<file path="src/rtl/fetch_sequencer.sv">
// Instruction fetch / PC sequencer with MIPS branch delay slot and halt-on-jump-to-zero.
// Optional misaligned-redirect fault detection is enabled by defining FETCH_ALIGN_CHECK_EN.
module fetch_sequencer #(
    parameter logic [31:0] RESET_VECTOR = 32'hBFC00000
) (
    input  logic        clk,
    input  logic        reset,
    output logic [31:0] address,
    output logic        read,
    input  logic        waitrequest,
    input  logic [31:0] readdata,
    output logic [31:0] inst,
    output logic        inst_valid,
    output logic [31:0] pc,
    output logic [31:0] link_addr,
    input  logic        exec_done,
    input  logic        jumptrue,
    input  logic        branchtrue,
    input  logic        jrtrue,
    input  logic [31:0] rs_data,
    output logic        active,
    output logic        fetch_fault
);

    typedef enum logic [1:0] {IDLE, FETCH, EXEC, HALTED} state_t;

    state_t      state;
    logic [31:0] redirect;
    logic        delay_pending;
    logic [31:0] pc4;
    logic [31:0] target;
    logic        redir_any;

    assign pc4       = pc + 32'd4;
    assign link_addr = pc + 32'd8;
    assign redir_any = jrtrue | jumptrue | branchtrue;

    always_comb begin
        target = 32'd0;
        if (jrtrue)
            target = rs_data;
        else if (jumptrue)
            target = {pc4[31:28], inst[25:0], 2'b00};
        else if (branchtrue)
            target = pc4 + {{14{inst[15]}}, inst[15:0], 2'b00};
`ifndef FETCH_ALIGN_CHECK_EN
        target[1:0] = 2'b00;
`endif
    end

`ifdef FETCH_ALIGN_CHECK_EN
    logic fault_q;
    assign fetch_fault = fault_q;
`else
    assign fetch_fault = 1'b0;
`endif

    always_ff @(posedge clk) begin
        if (!reset) begin
            state         <= IDLE;
            pc            <= RESET_VECTOR;
            address       <= RESET_VECTOR;
            read          <= 1'b0;
            inst          <= 32'd0;
            inst_valid    <= 1'b0;
            active        <= 1'b1;
            delay_pending <= 1'b0;
            redirect      <= 32'd0;
`ifdef FETCH_ALIGN_CHECK_EN
            fault_q       <= 1'b0;
`endif
        end else begin
            case (state)
                IDLE: begin
                    state   <= FETCH;
                    read    <= 1'b1;
                    address <= pc;
                end
                FETCH: begin
                    if (!waitrequest) begin
                        inst       <= readdata;
                        read       <= 1'b0;
                        inst_valid <= 1'b1;
                        state      <= EXEC;
                    end
                end
                EXEC: begin
                    if (exec_done) begin
                        inst_valid <= 1'b0;
                        if (!delay_pending) begin
                            if (redir_any) begin
                                redirect      <= target;
                                delay_pending <= 1'b1;
                            end
                            pc      <= pc4;
                            address <= pc4;
                            read    <= 1'b1;
                            state   <= FETCH;
                        end else begin
                            // delay slot retires: its own redirect inputs are ignored
                            delay_pending <= 1'b0;
                            pc            <= redirect;
`ifdef FETCH_ALIGN_CHECK_EN
                            if (redirect[1:0] != 2'b00) begin
                                fault_q <= 1'b1;
                                active  <= 1'b0;
                                state   <= HALTED;
                            end else
`endif
                            if (redirect == 32'd0) begin
                                active <= 1'b0;
                                state  <= HALTED;
                            end else begin
                                address <= redirect;
                                read    <= 1'b1;
                                state   <= FETCH;
                            end
                        end
                    end
                end
                default: ;
            endcase
        end
    end

endmodule

</file>
<file path="config.mk">
export PLATFORM = sky130hd
export DESIGN_NAME = fetch_sequencer
export DESIGN_NICKNAME = d
export VERILOG_FILES = /design/src/rtl/fetch_sequencer.sv
export SDC_FILE = /design/constraint.sdc
export NUM_CORES = 1
export LEC_CHECK = 0
export BUFFER_PORTS_ARGS = -buffer_cell sky130_fd_sc_hd__clkbuf_2
export CAP_MARGIN = 5
export CELL_PAD_IN_SITES_DETAIL_PLACEMENT = 1
export CELL_PAD_IN_SITES_GLOBAL_PLACEMENT = 1
export CORE_ASPECT_RATIO = 1.75
export CORE_MARGIN = 2
export CORE_UTILIZATION = 35
export CTS_CLUSTER_DIAMETER = 60
export DETAILED_ROUTE_END_ITERATION = 7
export PLACE_DENSITY = 0.77
export SYNTH_ARGS = -nofsm -noshare
export SYNTH_HDL_FRONTEND = slang
export SYNTH_SLANG_ARGS = --single-unit
</file>
<file path="constraint.sdc">
create_clock -name clk -period 4.9 [get_ports clk]
set_input_delay 0.98 -clock clk [delete_from_list [all_inputs] [get_ports clk]]
set_output_delay 0.98 -clock clk [all_outputs]
set_load 0.01 [all_outputs]
</file>
==> metrics.md, run 1 <==
| Metric | Value |
|---|---|
| Status | `complete, no violations` |
| Flops & latches, synth | `between 100 and 150` |
| Maximum buffer depth of the clock tree | `2` |
| Share of layout cells above drive strength 1 | `0.222` |
| Rel. slew slack | `0.393` |
| Period utilization | `0.899` |
| Compound-Gate Fraction of Synth Area | `0.229` |
| XOR/XNOR share of the synthesized area | `0.0792` |
| Clock group share of total power | `0.319` |
| Crit path launch type | `flop` |
| Global-route congestion overflow total | `0` |
| Mux contribution to synthesized area | `0.0528` |
| Routed length per placed instance | `between 20 and 25 microns` |
| Crit path to | `redirect[26]$_SDFFE_PN0P_` |
| Post-CTS Setup Inserts | `0` |
| Die height | `212 microns` |
| Min-Delay Path Class | `reg -> reg` |
| Core footprint | `0.0245 sq mm` |
| Final Slew Violations | `0` |
| Die width | `123 microns` |
| CTS root buffer | `clkbuf_16` |
| Fmax | `227 MHz` |
| Sequential area share after synthesis | `0.304` |
| Least-Margin Pin Slew | `0.910 ns` |
| Switch Pwr | `1.48 mW` |
| Ys Warns | `0` |
| Global-route wire length before repair | `50.9 mm` |
| Critical Path Start | `pc[3]$_SDFFE_PN0P_` |
| Initial core utilization | `0.354` |
| Worst Skew | `0.00785 ns` |
| Post-synth top flop | `dfxtp_1` |
| Cell variety after synth | `71` |
| Max cap viols | `0` |
| Die area | `0.0262 sq mm` |
| Reg2reg path depth | `15` |
| Post-cts sizing count | `0` |
| Layout Cells excl Fill | `1616` |
| Met2 routed wirelength | `17.2 mm` |
| Crit path capture type | `flop` |
| RSZ-0062 raised after global routing | `false` |
| # hold bufs at CTS | `0` |
| CP max FO | `6` |
| Synth Area in Simple Gates | `0.220` |
| Setup Total Neg Slack | `0 ns` |
| Drt initial violations | `460` |
| Lkg Pwr | `roughly 4.5 nW` |
| Endpoints failing hold | `0` |
| Int Pwr | `2.50 mW` |
| CP Class | `reg -> reg` |
| CTS tree | `done` |
| Final ANT Viol Nets | `0` |
| Leading cell type in the layout, fill and taps excluded | `nand2_1` |
| Vias in the first global route | `between 9000 and 10000` |
| Crit Reg-Reg Startpoint | `pc[3]$_SDFFE_PN0P_` |
| DP HPWL | `24.9 mm` |
| Mapped Nets | `1256` |
| DR vias/cell | `5.56` |
| Ys async rst share | `0` |
| Io pins | `between 200 and 250` |
| Commonest cells after routing, fill and taps aside | `nand2_1, clkbuf_2, dfxtp_1, a21oi_1, nor2_1` |
| Minimum clock period | `4.40 ns` |
| Dpl cells | `about 1600` |
| Area Growth Syn to Fin | `20.3%` |
| Sequential power share | `0.344` |
| H-tree depth | `4` |
| Detailed-route wire length | `32.9 mm` |
| PwrDens | `381 mW/mm^2` |
| R2r endpoint | `redirect[26]$_SDFFE_PN0P_` |
| Core Util, Final | `0.426` |
| CTS sink cnt | `132` |
| Mapped Avg Cell Area | `roughly 7.6 sq um` |
| GRT Overall Usage | `0.254` |
| Initial antenna violation count | `0` |
| VDD IR max | `0.193 mV` |
| Mapped Area | `just under 0.009 sq mm` |
| Setup violations, final | `0` |
| CTS clk-pin slew, worst paths | `about 0.060 ns` |
| Worst-skew pair later-pin latency | `around 0.45 ns` |
| DRT Pass-1 Iters | `5` |
| Layout Nets | `1402` |
| Final RePlAce weighted congestion | `0.884` |
| Sw Ratio | `0.372` |
| Synth Instances | `1145` |
| Comb pwr share | `0.337` |
| Synth Area in Adders | `0.0584` |
| Largest family of logic cells by synthesized area | `compound AO/OA/AOI/OAI gates` |
| Core Rows | `76` |
| Largest net degree at the start of global routing | `81` |
| PortBufs | `199` |
| Worst EP arrival | `4.69 ns` |
| DR WL met3 | `1.12 mm` |
| Hold path cells | `2` |
| CP required | `5.18 ns` |
| DR top layer | `met4` |
| R2r setup slk | `0.50 ns` |
| CTS buffer count | `17` |
| Routed length on met1 | `about 13 mm` |
| # diodes | `0` |
| Vias | `8991` |
| DR DRC count | `0` |
| Post-synth EDFFs | `0` |
Yosys cell counts, types with 14 or more instances:
cell      count  area [sq um]
a211oi_1     29           218
a21o_1       17           128
a21oi_1     122           611
clkbuf_1     73           274
dfxtp_1     132          2640
ha_1         39           488
inv_1        17          63.8
mux2_2       14           158
mux2i_1      29           290
nand2_1     211           792
nand3_1      27           135
nand4_1      16           100
nor2_1       89           334
nor3_1       16          80.1
o211ai_1     30           225
o21ai_0      36           180
xnor2_1      39           342
xor2_1       34           298
per-stage QoR:
step | cell area (sq um) | total power, mW | setup slack [ns] | hold slack (ns)
after floorplan | 8690 | 2.24 | 1.10 | 0.442
after CTS | 10500 | 4.01 | 0.510 | 0.452
after detailed placement | 9880 | 2.72 | 0.555 | 0.444
after global placement | 9880 | 2.68 | 0.624 | 0.438
after global routing | 10500 | 4.21 | 0.168 | 0.459
final | 10500 | 3.98 | 0.496 | 0.445
registers in the layout, summed over array words and instances, names as in the netlist:
signal,cells
address,32
redirect,30
delay_pending,1
inst_valid,1
inst,32
read,1
state,2
pc,32
active,1
area by class of cell:
type | count | area, sq um
Clock buffer | 29 | 531
Clock inverter | 3 | 40.0
Fill cell | 3089 | 14100
Inverter | 18 | 68.8
Multi-Input combinational cell | 895 | 5580
Sequential cell | 132 | 2640
Tap cell | 312 | 390
Timing Repair Buffer | 227 | 1210
logic make-up after synthesis:
kind of cell | Yosys count
flip-flops | 132
XOR/XNOR | 76
adder cells (fa/ha/maj) | 40
buffers and inverters | 118
other | 1
multiplexers | 44
AO/OA/AOI/OAI | 311
AND/OR/NAND/NOR | 423
worst min path at each step:
stage                              startpoint                         to  slack (ns)
detailed placement        active$_SDFFE_PN1P_        active$_SDFFE_PN1P_        0.44
global route              active$_SDFFE_PN1P_        active$_SDFFE_PN1P_        0.46
finish                    active$_SDFFE_PN1P_        active$_SDFFE_PN1P_        0.44
floorplan           redirect[19]$_SDFFE_PN0P_  redirect[19]$_SDFFE_PN0P_        0.44
CTS                       active$_SDFFE_PN1P_        active$_SDFFE_PN1P_        0.45
global placement          active$_SDFFE_PN1P_        active$_SDFFE_PN1P_        0.44
power groups by stage:
stage | clock [mW] | combinational (mW) | sequential (mW)
6_report | 1.27 | 1.34 | 1.37
2_1_floorplan | 0 | 0.834 | 1.41
5_1_grt | 1.34 | 1.48 | 1.39
3_5_place_dp | 0 | 1.33 | 1.39
3_3_place_gp | 0 | 1.30 | 1.38
4_1_cts | 1.29 | 1.35 | 1.37
worst max-delay path, cell delays in order (launching register included):
cell and delay (ns):
dfxtp_1 0.47, ha_1 0.28, nand3_2 0.17, nor4_4 0.54, buf_4 0.25, nand2_1 0.08
nand2_1 0.12, nand2b_1 0.14, ha_1 0.36, nand4_1 0.09, a211oi_1 0.46, o21ai_1 0.21
a31oi_1 0.45, nor4_1 0.09, o41ai_1 0.38, a311oi_1 0.14
metal layers:
metal / vias up / track usage
met5: - / 0
li1: 4327 / -
met4: 0 / 0.138
met3: 81 / 0.0386
met2: 221 / 0.452
met1: 4362 / 0.284
No activity file was read; power rests on OpenSTA's default activity.
==> run 2: changes to the inputs <==
--- a/config.mk
+++ b/config.mk
@@ -5,7 +5,6 @@
 export SDC_FILE = /design/constraint.sdc
 export NUM_CORES = 1
 export LEC_CHECK = 0
-export BUFFER_PORTS_ARGS = -buffer_cell sky130_fd_sc_hd__clkbuf_2
 export CAP_MARGIN = 5
 export CELL_PAD_IN_SITES_DETAIL_PLACEMENT = 1
 export CELL_PAD_IN_SITES_GLOBAL_PLACEMENT = 1
@@ -14,7 +13,8 @@
 export CORE_UTILIZATION = 35
 export CTS_CLUSTER_DIAMETER = 60
 export DETAILED_ROUTE_END_ITERATION = 7
-export PLACE_DENSITY = 0.77
+export DONT_BUFFER_PORTS = 1
+export PLACE_DENSITY = 0.64
 export SYNTH_ARGS = -nofsm -noshare
 export SYNTH_HDL_FRONTEND = slang
 export SYNTH_SLANG_ARGS = --single-unit
==> run 2 against run 1 <==
  * Maximum frequency fell by 1.2%
  * Design area shrank 8.7%
  * Combinational power fell by 20%
  * Power shrank 0.93%
  * Clock power up 12%
  * Sequential cell count did not move
  * Count of clock-buffer cells in the layout down 5
  * Critical endpoint unchanged
  * Largest power group unchanged
==> metrics.md, run 2 (synthesis gave the netlist of run 1 again) <==
| Metric | Value |
|---|---|
| Status | `complete, no violations (unchanged)` |
| Setup Total Neg Slack | `0 ns (unchanged)` |
| Post-route cell area | `0.00954 sq mm (was 0.0105 sq mm)` |
| DR vias/cell | `5.85 (was 5.56)` |
| Leading cell type in the layout, fill and taps excluded | `nand2_1 (unchanged)` |
| Final RePlAce weighted congestion | `0.895 (was 0.884)` |
| Die area | `0.0262 sq mm (unchanged)` |
| Final Slew Violations | `0 (unchanged)` |
| CTS root buffer | `clkbuf_16 (unchanged)` |
| Commonest cells after routing, fill and taps aside | `nand2_1, dfxtp_1, a21oi_1, nor2_1 (was nand2_1, clkbuf_2, dfxtp_1, a21oi_1, nor2_1)` |
| Drt initial violations | `436 (was 460)` |
| DP HPWL | `24.1 mm (was 24.9 mm)` |
| GRT Overall Usage | `0.249 (was 0.254)` |
| Top Registers | `address: 32 flops, inst: 32 flops, pc: 32 flops (unchanged)` |
| Min-Delay Path Class | `reg -> reg (unchanged)` |
| Crit path launch type | `flop (unchanged)` |
| Setup violations, final | `0 (unchanged)` |
| FF/Latch Area | `0.00264 sq mm (unchanged)` |
| Multi-input gate area | `0.00558 sq mm (unchanged)` |
| CP Class | `reg -> reg (unchanged)` |
| Endpoints failing hold | `0 (unchanged)` |
| Post-DP Area | `0.00890 sq mm (was 0.00988 sq mm)` |
| Final ANT Viol Nets | `0 (unchanged)` |
| Lkg Pwr | `3.68 nW (was 4.50 nW)` |
| Fmax | `224 MHz (was 227 MHz)` |
| Power Total | `3.94 mW (was 3.98 mW)` |
| CTS buffer count | `17 (unchanged)` |
| Area Growth Syn to Fin | `9.79% (was 20.3%)` |
| Post-CTS Setup Inserts | `0 (unchanged)` |
| Maximum buffer depth of the clock tree | `2 (unchanged)` |
| CTS sink cnt | `132 (unchanged)` |
| Worst EP arrival | `4.75 ns (was 4.69 ns)` |
| FILL cells | `2990 (was 3089)` |
| Crit path capture type | `flop (unchanged)` |
| Io pins | `203 (unchanged)` |
| Share of layout cells above drive strength 1 | `0.0867 (was 0.222)` |
| # hold bufs at CTS | `0 (unchanged)` |
| Worst Skew | `0.0105 ns (was 0.00785 ns)` |
| DRT Pass-1 Iters | `5 (unchanged)` |
| Vias | `8305 (was 8991)` |
| Worst-skew pair later-pin latency | `0.45 ns (about the same)` |
| CP max FO | `6 (unchanged)` |
| PortBufs | `0 (was 199)` |
| DR DRC count | `0 (unchanged)` |
| Global-route wire length before repair | `49.2 mm (was 50.9 mm)` |
| Layout Nets | `1205 (was 1402)` |
| Largest net degree at the start of global routing | `65 (was 81)` |
| Initial antenna violation count | `1 (was 0)` |
| Max cap viols | `0 (unchanged)` |
| Global-route congestion overflow total | `0 (unchanged)` |
| Routed length per placed instance | `22.7 microns (was 20.3 microns)` |
| Vias in the first global route | `8552 (was 9363)` |
| Crit Reg-Reg Startpoint | `pc[3]$_SDFFE_PN0P_ (unchanged)` |
| Hold Path End | `redirect[12]$_SDFFE_PN0P_ (was active$_SDFFE_PN1P_)` |
| Initial core utilization | `0.354 (unchanged)` |
| Hold_sp | `redirect[12]$_SDFFE_PN0P_ (was active$_SDFFE_PN1P_)` |
| Core Util, Final | `0.389 (was 0.426)` |
| RSZ-0062 raised after global routing | `false (unchanged)` |
| Place WS | `0.426 ns (was 0.555 ns)` |
| Reg2reg path depth | `15 (unchanged)` |
| Least-Margin Pin Slew | `1.02 ns (was 0.910 ns)` |
| Core footprint | `0.0245 sq mm (unchanged)` |
| CTS clk-pin slew, worst paths | `0.07 ns (was 0.06 ns)` |
| Setup WS post-layout | `0.443 ns (was 0.496 ns)` |
| R2r endpoint | `redirect[26]$_SDFFE_PN0P_ (unchanged)` |
| Minimum clock period | `4.46 ns (was 4.40 ns)` |
| Detailed-route wire length | `32.2 mm (was 32.9 mm)` |
| H-tree depth | `4 (unchanged)` |
| Hold path cells | `2 (unchanged)` |
| Die width | `123 microns (unchanged)` |
| CTS tree | `done (unchanged)` |
| Rel. slew slack | `0.319 (was 0.393)` |
| Period utilization | `0.910 (was 0.899)` |
| Die height | `212 microns (unchanged)` |
| Core Rows | `76 (unchanged)` |
| R2r setup slk | `0.44 ns (was 0.50 ns)` |
| Post-cts sizing count | `0 (unchanged)` |
| PwrDens | `413 mW/mm^2 (was 381 mW/mm^2)` |
| VDD IR max | `0.244 mV (was 0.193 mV)` |
| CP required | `5.19 ns (was 5.18 ns)` |
[run 2: worst max-delay path, cell delays in order, from the launching register on]
cell and delay, ns:
dfxtp_1 0.55, ha_1 0.29, nand3_2 0.18, nor3_1 0.41, nand2_1 0.12, xnor2_1 0.20
ha_1 0.38, nand2_1 0.13, nor2_1 0.16, nand4_1 0.11, a211oi_1 0.47, o21ai_1 0.20
a31oi_1 0.41, nor4_1 0.09, o41ai_1 0.44, a311oi_1 0.14
[run 2: report_power, final]
part / switching [mW] / internal, mW / leakage [nW]
logic: 0.683 / 0.387 / 2.29
registers: 0.222 / 1.23 / 1.07
clock network: 0.515 / 0.905 / 0.310
[run 2: worst max path at each step]
stage | slack [ns] | start | endpoint | cells after the start
after global placement | 0.48 | pc[3]$_SDFFE_PN0P_ | redirect[26]$_SDFFE_PN0P_ | 15
after floorplan | 1.10 | pc[3]$_SDFFE_PN0P_ | redirect[31]$_SDFFE_PN0P_ | 16
final | 0.44 | pc[3]$_SDFFE_PN0P_ | redirect[26]$_SDFFE_PN0P_ | 15
after CTS | 0.40 | pc[3]$_SDFFE_PN0P_ | redirect[26]$_SDFFE_PN0P_ | 15
after detailed placement | 0.43 | pc[3]$_SDFFE_PN0P_ | redirect[26]$_SDFFE_PN0P_ | 15
after global routing | 0.03 | pc[3]$_SDFFE_PN0P_ | redirect[26]$_SDFFE_PN0P_ | 15
[run 2: cell type report]
cell class,count,share of cell area
diodes,1,0.000262
clock buffers,24,0.0515
clock inverters,8,0.0153
inverters,18,0.00721
multi-input cells,895,0.584
flip-flops and latches,132,0.277
well taps,312,0.0409
repair buffers,30,0.0236
[run 2: metal layers]
metal,vias to the layer above,track usage,share of wire
met5,-,0,0
met4,0,0.127,0.043
met3,74,0.0536,0.046
met2,231,0.428,0.51
met1,4053,0.285,0.40
li1,3947,-,-
[run 2: stage by stage]
step,std cells,hold slack [ns]
after global placement,1387,0.457
after detailed placement,1387,0.465
final,1420,0.470
after CTS,1419,0.473
after global routing,1420,0.496
after floorplan,1145,0.442
==> run 3: changes to the inputs <==
--- a/config.mk
+++ b/config.mk
@@ -5,6 +5,7 @@
 export SDC_FILE = /design/constraint.sdc
 export NUM_CORES = 1
 export LEC_CHECK = 0
+export ABC_AREA = 1
 export CAP_MARGIN = 5
 export CELL_PAD_IN_SITES_DETAIL_PLACEMENT = 1
 export CELL_PAD_IN_SITES_GLOBAL_PLACEMENT = 1
@@ -14,7 +15,7 @@
 export CTS_CLUSTER_DIAMETER = 60
 export DETAILED_ROUTE_END_ITERATION = 7
 export DONT_BUFFER_PORTS = 1
-export PLACE_DENSITY = 0.64
+export PLACE_DENSITY = 0.67
 export SYNTH_ARGS = -nofsm -noshare
 export SYNTH_HDL_FRONTEND = slang
 export SYNTH_SLANG_ARGS = --single-unit
==> run 3 against run 2 <==
  * Routed wire length is 21% higher
  * Utilization decreased by 0.53 points
  * First-iteration DRC count increased by 27%
  * Clock power is 7% lower
  * Maximum frequency grew 12%
  * Power is 22% higher
  * Sequential share of layout area shrank 1.7 points
  * Largest power group is now combinational logic
==> metrics.md, run 3 <==
| Metric | Value |
|---|---|
| Worst-skew pair later-pin latency | `0.45 ns (about the same)` |
| Routed length per placed instance | `21.2 microns (was 22.7 microns)` |
| Commonest cells after routing, fill and taps aside | `nand2_1, nor2_1, inv_1, o21ai_0, a21oi_1 (was nand2_1, dfxtp_1, a21oi_1, nor2_1)` |
| Die area | `0.0281 sq mm (was 0.0262 sq mm)` |
| DP HPWL | `31.0 mm (was 24.1 mm)` |
| Flops & latches, synth | `132 (unchanged)` |
| Drt initial violations | `552 (was 436)` |
| Worst Skew | `0.00983 ns (was 0.0105 ns)` |
| Global-route congestion overflow total | `0 (unchanged)` |
| Core footprint | `0.0265 sq mm (was 0.0245 sq mm)` |
| Crit path launch type | `flop (unchanged)` |
| CTS buffer count | `17 (unchanged)` |
| Top Registers | `address: 32 flops, inst: 32 flops, pc: 32 flops (unchanged)` |
| GRT Overall Usage | `0.275 (was 0.249)` |
| Largest net degree at the start of global routing | `95 (was 65)` |
| Hold path cells | `2 (unchanged)` |
| Worst EP arrival | `4.36 ns (was 4.75 ns)` |
| Period utilization | `0.812 (was 0.910)` |
| CTS sink cnt | `132 (unchanged)` |
| Vias | `10000 (was 8305)` |
| Final ANT Viol Nets | `0 (unchanged)` |
| VDD IR max | `0.275 mV (was 0.244 mV)` |
| Post-synth EDFFs | `0 (unchanged)` |
| Status | `complete, no violations (unchanged)` |
| Most used cell, CP | `nand2_1` |
| Critical path cell sequence | `nand2_1, nor2_1, nand2_1, nor2_1, nand2_1, xor2_1, nand2_1, o21ai_1, ha_1, a21oi_1, nand2_1, nand2_1, nand3_1, inv_1, nand3_1, nand2_1, nand3_1, nand2_1, nand2_1, a21oi_1 (was ha_1, nand3_2, nor3_1, nand2_1, xnor2_1, ha_1, nand2_1, nor2_1, nand4_1, a211oi_1, o21ai_1, a31oi_1, nor4_1, o41ai_1, a311oi_1)` |
| Lkg Pwr | `4.84 nW (was 3.68 nW)` |
| Initial antenna violation count | `1 (unchanged)` |
| Least-Margin Pin Slew | `1.16 ns (was 1.02 ns)` |
| Crit-path slowest cell | `dfxtp_1 (unchanged)` |
| Post-synth top flop | `dfxtp_1 (unchanged)` |
| PortBufs | `0 (unchanged)` |
| Area Growth Syn to Fin | `8.49% (was 9.79%)` |
| FF/Latch Area | `0.00264 sq mm (unchanged)` |
| Leading cell type in the layout, fill and taps excluded | `nand2_1 (unchanged)` |
| Maximum buffer depth of the clock tree | `2 (unchanged)` |
| CTS root buffer | `clkbuf_16 (unchanged)` |
| Crit. path cell count | `20 (was 15)` |
| Share of layout cells above drive strength 1 | `0.0563 (was 0.0867)` |
| Cell variety after synth | `41 (was 71)` |
| Multi-input gate area | `0.00572 sq mm (was 0.00558 sq mm)` |
| CP required | `5.28 ns (was 5.19 ns)` |
| Top post-synthesis cells by area | `dfxtp_1, nand2_1, nor2_1, o21ai_0, a21oi_1 (was dfxtp_1, nand2_1, a21oi_1, ha_1, xnor2_1)` |
| Global-route wire length before repair | `58.3 mm (was 49.2 mm)` |
| Rel. slew slack | `0.228 (was 0.319)` |
| Setup Total Neg Slack | `0 ns (unchanged)` |
| Top cells by count, synth | `nand2_1, nor2_1, inv_1 (was nand2_1, dfxtp_1, a21oi_1)` |
| Die width | `128 microns (was 123 microns)` |
| Post-CTS Setup Inserts | `0 (unchanged)` |
| Post-cts sizing count | `0 (unchanged)` |
| CP peak stage delay | `0.57 ns (was 0.55 ns)` |
| Vias in the first global route | `9988 (was 8552)` |
| Place WS | `1.03 ns (was 0.426 ns)` |
| DR vias/cell | `5.46 (was 5.85)` |
| Comb pwr share | `0.376 (was 0.271)` |
| Reg2reg path depth | `20 (was 15)` |
| Crit path capture type | `flop (unchanged)` |
| Area leader, netlist | `dfxtp_1 (unchanged)` |
| Sequential area share after synthesis | `0.282 (was 0.304)` |
| Cell with the most instances after synthesis | `nand2_1 (unchanged)` |
| Endpoints failing hold | `0 (unchanged)` |
| Min-Delay Path Class | `reg -> reg (unchanged)` |
| CTS clk-pin slew, worst paths | `0.06 ns (was 0.07 ns)` |
| Core Util, Final | `0.384 (was 0.389)` |
| H-tree depth | `4 (unchanged)` |
| CP delay by family, top | `simple AND/OR/NAND/NOR gates (was compound AO/OA/AOI/OAI gates)` |
| Setup violations, final | `0 (unchanged)` |
| Ys Warns | `0 (unchanged)` |
| Mapped Nets | `1647 (was 1256)` |
| CP Class | `reg -> reg (unchanged)` |
| CTS tree | `done (unchanged)` |
| # hold bufs at CTS | `0 (unchanged)` |
| PwrDens | `472 mW/mm^2 (was 413 mW/mm^2)` |
| Setup WS post-layout | `0.921 ns (was 0.443 ns)` |
| Ys async rst share | `0 (unchanged)` |
| CP max FO | `8 (was 6)` |
| Detailed-route wire length | `38.9 mm (was 32.2 mm)` |
| DR DRC count | `0 (unchanged)` |
| Crit path buffers/inverters | `1 (was 0)` |
| Int Pwr | `2.64 mW (was 2.52 mW)` |
| Max cap viols | `0 (unchanged)` |
| RSZ-0062 raised after global routing | `false (unchanged)` |
| Final RePlAce weighted congestion | `0.991 (was 0.895)` |
| DRT Pass-1 Iters | `5 (unchanged)` |
| Core Rows | `79 (was 76)` |
| Fmax | `251 MHz (was 224 MHz)` |
| Initial core utilization | `0.354 (about the same)` |
| Io pins | `203 (unchanged)` |
| Layout Nets | `1607 (was 1205)` |
| Switch Pwr | `2.15 mW (was 1.42 mW)` |
| Clock group share of total power | `0.276 (was 0.360)` |
| Sw Ratio | `0.449 (was 0.360)` |
| Final Slew Violations | `0 (unchanged)` |
| Mapped Area | `0.00937 sq mm (was 0.00869 sq mm)` |
| Die height | `220 microns (was 212 microns)` |
| Synth top area share | `0.282 (was 0.304)` |
| Synth Instances | `1536 (was 1145)` |
| Sequential power share | `0.348 (was 0.368)` |
| FILL cells | `3552 (was 2990)` |
| Minimum clock period | `3.98 ns (was 4.46 ns)` |
| Mapped Avg Cell Area | `6.10 sq um (was 7.59 sq um)` |
run 3: worst paths after layout:
path / start / endpoint / slack [ns]
max: pc[5]$_SDFFE_PN0P_ / redirect[22]$_SDFFE_PN0P_ / 0.92
min: redirect[26]$_SDFFE_PN0P_ / redirect[26]$_SDFFE_PN0P_ / 0.47
max reg2reg: pc[5]$_SDFFE_PN0P_ / redirect[22]$_SDFFE_PN0P_ / 0.92
min reg2reg: redirect[26]$_SDFFE_PN0P_ / redirect[26]$_SDFFE_PN0P_ / 0.47
run 3: power by group through the flow:
| stage | Sequential, mW | Combinational [mW] | Clock [mW] |
|---|---|---|---|
| 2_1_floorplan | 1.57 | 1.35 | 0 |
| 3_3_place_gp | 1.69 | 1.75 | 0 |
| 5_1_grt | 1.70 | 2.04 | 1.39 |
| 6_report | 1.67 | 1.80 | 1.32 |
| 4_1_cts | 1.67 | 1.81 | 1.35 |
| 3_5_place_dp | 1.69 | 1.79 | 0 |
run 3: cells by family (layout without fill, tap and decap cells):
logic type | count (synthesis) | count (layout) | synth area share
mux | 2 | 2 | 0.00214
compound gates | 325 | 325 | 0.183
fa+ha+maj | 40 | 40 | 0.0542
other cells | 1 | 2 | 0.000400
flops | 132 | 132 | 0.282
simple gates | 736 | 736 | 0.326
xor+xnor | 47 | 47 | 0.0447
buf+inv | 253 | 226 | 0.107
run 3: cell type report:
cell class | count | area share
Antenna cell | 1 | 0.000246
Inverter | 176 | 0.0650
Clock inverter | 14 | 0.0151
Multi-Input combinational cell | 1151 | 0.563
Tap cell | 324 | 0.0399
Sequential cell | 132 | 0.260
Clock buffer | 18 | 0.0432
Timing Repair Buffer | 18 | 0.0133
run 3: stage by stage:
stage / cells / hold slack [ns] / power [mW] / area, sq um
floorplan: 1536 / 0.445 / 2.92 / 9370
global placement: 1801 / 0.453 / 3.44 / 9570
detailed placement: 1801 / 0.460 / 3.49 / 9570
CTS: 1833 / 0.469 / 4.83 / 10200
global route: 1834 / 0.490 / 5.13 / 10200
finish: 1834 / 0.466 / 4.80 / 10200
run 3: worst min-delay path, cell delays in order (launching register included):
cell and delay (ns):
dfxtp_1 0.31, nand2_1 0.06, a21oi_1 0.05
run 3: layer usage:
layer,vias up,GRT usage,part of all wire
met3,95,0.0479,0.033
met5,-,0,0
met2,245,0.503,0.52
li1,4864,-,-
met1,4815,0.291,0.38
met4,0,0.172,0.063
